--- src/rtl/mod_sched.sv ---
// -----------------------------------------------------------------------------
// mod_sched
// Two-requester scheduler that time-shares one iterative modulus unit
// (8-bit A mod 4-bit B, restoring remainder, one quotient bit per cycle).
// Only one operation is in flight at a time. When both requesters ask in the
// same IDLE cycle, the one that was not served last wins.
//
// Ports
//   clk         : clock, all state changes on the rising edge
//   reset       : synchronous, active-high reset
//   req0/a0/b0  : requester 0 request, dividend A, divisor B
//   req1/a1/b1  : requester 1 request, dividend A, divisor B
//   gnt0/gnt1   : one-cycle pulse, that requester's operands were latched
//   busy        : high whenever the FSM is not in IDLE
//   done        : one-cycle pulse, y/owner/dz are newly valid
//   y           : A mod B zero-extended (A itself when B == 0)
//   owner       : index of the requester that owns y
//   dz          : divide-by-zero flag for the current y
// -----------------------------------------------------------------------------
module mod_sched (
    input  logic       clk,
    input  logic       reset,
    input  logic       req0,
    input  logic [7:0] a0,
    input  logic [3:0] b0,
    input  logic       req1,
    input  logic [7:0] a1,
    input  logic [3:0] b1,
    output logic       gnt0,
    output logic       gnt1,
    output logic       busy,
    output logic       done,
    output logic [7:0] y,
    output logic       owner,
    output logic       dz
);

    typedef enum logic [1:0] {
        ST_IDLE = 2'd0,
        ST_CALC = 2'd1,
        ST_DONE = 2'd2
    } state_t;

    state_t      state_r;
    state_t      state_s;

    logic        lp_r;      // last requester served
    logic        own_r;     // requester owning the operation in flight
    logic [7:0]  a_r;
    logic [3:0]  b_r;
    // Partial remainder. It is always < B <= 15 after each step, so the top bit
    // of the 5-bit working value is never needed between iterations.
    logic [3:0]  r_r;
    logic [2:0]  cnt_r;

    logic        take_s;    // a grant happens on this edge
    logic        sel_s;     // requester being granted
    logic        bit_s;
    logic [4:0]  r5_s;
    logic        ge_s;
    logic [3:0]  r_nxt_s;
    logic        fin_s;     // CALC is leaving for DONE on this edge

    logic        gnt0_s;
    logic        gnt1_s;
    logic        busy_s;
    logic        done_s;
    logic [7:0]  y_s;
    logic        owner_s;
    logic        dz_s;

    // Arbitration: only IDLE samples requests; a tie goes to the non-last-served side.
    always_comb begin
        take_s = 1'b0;
        sel_s  = 1'b0;
        if (state_r == ST_IDLE) begin
            if (req0 && req1) begin
                take_s = 1'b1;
                sel_s  = ~lp_r;
            end else if (req0) begin
                take_s = 1'b1;
                sel_s  = 1'b0;
            end else if (req1) begin
                take_s = 1'b1;
                sel_s  = 1'b1;
            end else begin
                take_s = 1'b0;
                sel_s  = 1'b0;
            end
        end else begin
            take_s = 1'b0;
            sel_s  = 1'b0;
        end
    end

    // One restoring-remainder step, dividend bits consumed MSB first.
    always_comb begin
        bit_s = a_r[3'd7 - cnt_r];
        r5_s  = {r_r, bit_s};
        ge_s  = (r5_s >= {1'b0, b_r});
        // When r5 >= B the difference is < B, so the low 4 bits of a
        // 4-bit subtraction are exact.
        if (ge_s) begin
            r_nxt_s = r5_s[3:0] - b_r;
        end else begin
            r_nxt_s = r5_s[3:0];
        end
    end

    // Next-state logic.
    always_comb begin
        state_s = state_r;
        case (state_r)
            ST_IDLE: begin
                if (take_s) begin
                    state_s = ST_CALC;
                end else begin
                    state_s = ST_IDLE;
                end
            end
            ST_CALC: begin
                if ((b_r == 4'd0) || (cnt_r == 3'd7)) begin
                    state_s = ST_DONE;
                end else begin
                    state_s = ST_CALC;
                end
            end
            ST_DONE: begin
                state_s = ST_IDLE;
            end
            default: begin
                state_s = ST_IDLE;
            end
        endcase
    end

    // Output decode: next values of the registered outputs.
    always_comb begin
        fin_s   = (state_r == ST_CALC) && (state_s == ST_DONE);
        gnt0_s  = take_s && !sel_s;
        gnt1_s  = take_s && sel_s;
        busy_s  = (state_s != ST_IDLE);
        done_s  = fin_s;
        y_s     = y;
        owner_s = owner;
        dz_s    = dz;
        if (fin_s && (b_r == 4'd0)) begin
            y_s     = a_r;
            owner_s = own_r;
            dz_s    = 1'b1;
        end else if (fin_s) begin
            y_s     = {4'b0000, r_nxt_s};
            owner_s = own_r;
            dz_s    = 1'b0;
        end else begin
            y_s     = y;
            owner_s = owner;
            dz_s    = dz;
        end
    end

    // State register.
    always_ff @(posedge clk) begin
        if (reset) begin
            state_r <= ST_IDLE;
        end else begin
            state_r <= state_s;
        end
    end

    // Operand latch, arbitration pointer and iteration datapath.
    always_ff @(posedge clk) begin
        if (reset) begin
            lp_r  <= 1'b1;
            own_r <= 1'b0;
            a_r   <= 8'h00;
            b_r   <= 4'h0;
            r_r   <= 4'h0;
            cnt_r <= 3'd0;
        end else if (take_s) begin
            lp_r  <= sel_s;
            own_r <= sel_s;
            a_r   <= sel_s ? a1 : a0;
            b_r   <= sel_s ? b1 : b0;
            r_r   <= 4'h0;
            cnt_r <= 3'd0;
        end else if ((state_r == ST_CALC) && (b_r != 4'd0)) begin
            r_r   <= r_nxt_s;
            cnt_r <= cnt_r + 3'd1;
        end else begin
            r_r   <= r_r;
            cnt_r <= cnt_r;
        end
    end

    // Registered outputs.
    always_ff @(posedge clk) begin
        if (reset) begin
            gnt0  <= 1'b0;
            gnt1  <= 1'b0;
            busy  <= 1'b0;
            done  <= 1'b0;
            y     <= 8'h00;
            owner <= 1'b0;
            dz    <= 1'b0;
        end else begin
            gnt0  <= gnt0_s;
            gnt1  <= gnt1_s;
            busy  <= busy_s;
            done  <= done_s;
            y     <= y_s;
            owner <= owner_s;
            dz    <= dz_s;
        end
    end

endmodule

--- config.mk ---
export PLATFORM = sky130hd
export DESIGN_NAME = mod_sched
export DESIGN_NICKNAME = d
export VERILOG_FILES = /design/src/rtl/mod_sched.sv
export SDC_FILE = /design/constraint.sdc
export NUM_CORES = 1
export LEC_CHECK = 0
export BUFFER_PORTS_ARGS = -buffer_cell sky130_fd_sc_hd__buf_4
export CAP_MARGIN = 10
export CORE_ASPECT_RATIO = 1.5
export CORE_MARGIN = 1
export CORE_UTILIZATION = 50
export DETAILED_ROUTE_END_ITERATION = 8
export GPL_ROUTABILITY_DRIVEN = 0
export PLACE_DENSITY = 0.76
export SYNTH_ARGS = -nofsm -noshare
export SYNTH_HDL_FRONTEND = slang
export SYNTH_SLANG_ARGS = --single-unit
export TNS_END_PERCENT = 30
--- constraint.sdc ---
create_clock -name clk -period 6.5 [get_ports clk]
set_input_delay 1.3 -clock clk [delete_from_list [all_inputs] [get_ports clk]]
set_output_delay 1.3 -clock clk [all_outputs]
set_load 0.005 [all_outputs]
==> impl_metrics.yaml <==
synth:
  synth_edf_count: 0
  ys_top_cells_by_count: "37 x dfxtp_1, 29 x nand2_1, 22 x a21oi_1, 16 x a22oi_1, 14 x nor2_1"
  synth_area_leaders: "dfxtp_1 44%, a22oi_1 7.1%, a21oi_1 6.5%"
  synth-seq-area-share: 0.439
  synthAdderAreaFrac: 0.0563
  synth_top_area_cell: "dfxtp_1"
  synth_cells: 184
  muxShareOfSynthArea: 0.0667
  yosysWarningCount: 0
  yosys.area_share.simple: 0.167
  postSynthAreaPerCell_sq_um: 9.18
  syn_nets: 219
  synth_xor_area_frac: 0.0104
  synth_compound_gate_area_share: 0.224
  synth_flop_cell: "dfxtp_1"
  yosysMostFrequentCell: "dfxtp_1"
  ys_types: 41
  synth.top_cell.area_share: 0.439
  synth_top_family_by_area: "compound AO/OA/AOI/OAI gates"
  synth-seq-cells: 37
  netlist_area_sq_um: 1690
  async_reset_ff_frac: 0
place:
  portBuffers: 41
  post-dp-hpwl_microns: 3040
  post-place-ws_ps: 3670
  placed_cell_area_sq_um: 2030
detailed_routing:
  drt-total-wl_microns: 4120
  drc: 0
  routedWlPerCell_microns: 15.4
  viasPerCell: 5.86
  num_vias: 1564
  drt_iter0_drc: 51
  antenna_left: 0
  drt-pass1-iter-count: 4
floorplan:
  die_h_microns: 73.2
  core_sq_um: 3190
  pin_count: 42
  chipWidth_microns: 49.5
  dieArea_sq_um: 3620
  start_util: 0.529
  rows: 25
final_layout:
  multi_input_area_sq_um: 886
  syn_to_final_growth_pct: 27.0
  regArea_sq_um: 741
  fin_nets: 261
  fin_util: 0.673
  n_antenna_cell: 0
  fillers: 269
  final_area_sq_um: 2150
  drive_above_1_share: 0.260
setup_path:
  required_ps: 6670
  crit_fanout: 4
  worst_ep_arrival_time_ps: 2920
  r2r_end: "y[2]"
  end_kind: "register"
  r2r_slack_ps: 3750
  r2r_cells: 9
  r2r-start: "cnt_r[1]"
  start_kind: "register"
  path_class: "register to register"
grt:
  antenna_found_initial: 0
  grt_pass1_vias: 1598
  overflow: 0
  grt_usage: 0.255
  grt_pass1_wl_microns: 7030
  grt_max_degree: 28
timing:
  fin_worst_skew_ps: 4.05
  slew-limit-headroom: 0.476
  holdWs_ps: 462
  worst_slack_ps: 3750
  finalSetupViolCount: 0
  finalSetupTns_ps: 0
  drv_slew: 0
  finalCriticalPeriod_ps: 2750
  fin_crit_sh: 0.423
  worstMarginPinSlew_ps: 783
  grt_setup_unrepaired: "no"
  final_hold_viol_count: 0
  max_freq_ghz: 0.364
clock_network:
  clk_latency_ps: 280
  cts_max_level: 2
  clockBufferDepth: 2
  root_buffer: "clkbuf_8"
  cts.sinks: 37
  hold_buffers: 0
  post-cts-setup-buffers: 0
  path_clk_slew_ps: 70
  ctsResizeCount: 0
  numCtsBuffers: 5
  tritoncts: "built"
job:
  cap_violations: 0
min_path:
  min_path_cells: 2
  hold_end: "y[1]"
  hold_class: "register to register"
  hp-start: "y[1]"
power:
  powerDensity_nw_per_um2: 309
  leakagePower_nw: 0.910
  peakVddDrop_uv: 272
outcome:
  status: "finished clean"
-- layout by cell type (no fill, tap or decap), types with 3 or more instances in the layout --
master and count:
ha_1 6, inv_1 8, nand2_1 29, dfxtp_1 37, and2_1 3, o221ai_1 3
buf_4 43, a22oi_1 16, nor2_1 14, o21ai_1 3, a21oi_1 22, clkbuf_8 6
-- cell families (layout without fill, tap and decap cells) --
kind of cell	Yosys count	in the layout
DFF	37	37
adders and majority gates	7	7
muxes	6	6
buffers and inverters	16	59
xor gates and xnor gates	2	2
and+or+nand+nor	58	58
AOI/OAI and AO/OA	58	58
-- power breakdown --
group          switching [mW]  internal [mW]
registers              0.0198          0.251
logic                   0.102         0.0856
clock network          0.0787          0.125
total                   0.200          0.462
-- through the flow --
stage	cells	power (mW)
finish	267	0.662
detailed placement	259	0.460
global route	267	0.696
global placement	259	0.451
floorplan	184	0.400
CTS	267	0.662
-- flip-flops by register name, indices dropped and copies added, names as in the netlist, 2 cells and up --
register and count:
y 8, cnt_r 3, state_r 2, b_r 4
r_r 4, a_r 8
-- critical path: stages (launching register included) --
cell	delay, ps
dfxtp_1	420
mux4_1	630
mux2i_4	170
ha_1	200
inv_1	80
fa_1	390
xor2_1	180
mux2_2	300
o221ai_1	180
a21oi_1	90
-- per-layer routing --
metal	wire length (microns)	track usage
met3	170	0.0417
met4	80	0.140
met2	2170	0.458
met1	1700	0.283
met5	0	0
-- worst max path at each step --
stage,startpoint,endpoint,slack (ps),depth (start not counted)
3_5_place_dp,req0,b_r[1],3670,6
5_1_grt,cnt_r[1],y[2],3650,9
3_3_place_gp,req0,b_r[1],3780,6
2_1_floorplan,cnt_r[1],y[2],4030,9
4_1_cts,cnt_r[1],y[2],3750,9
6_report,cnt_r[1],y[2],3750,9
-- area by class of cell --
cell class / count / area share
clock inverter: 1 / 0.0140
clock buffer: 7 / 0.0402
inverter: 8 / 0.0140
sequential: 37 / 0.345
tap: 40 / 0.0233
multi-input combinational: 131 / 0.413
timing repair buffer: 43 / 0.150
No activity file was read; power rests on OpenSTA's default activity.
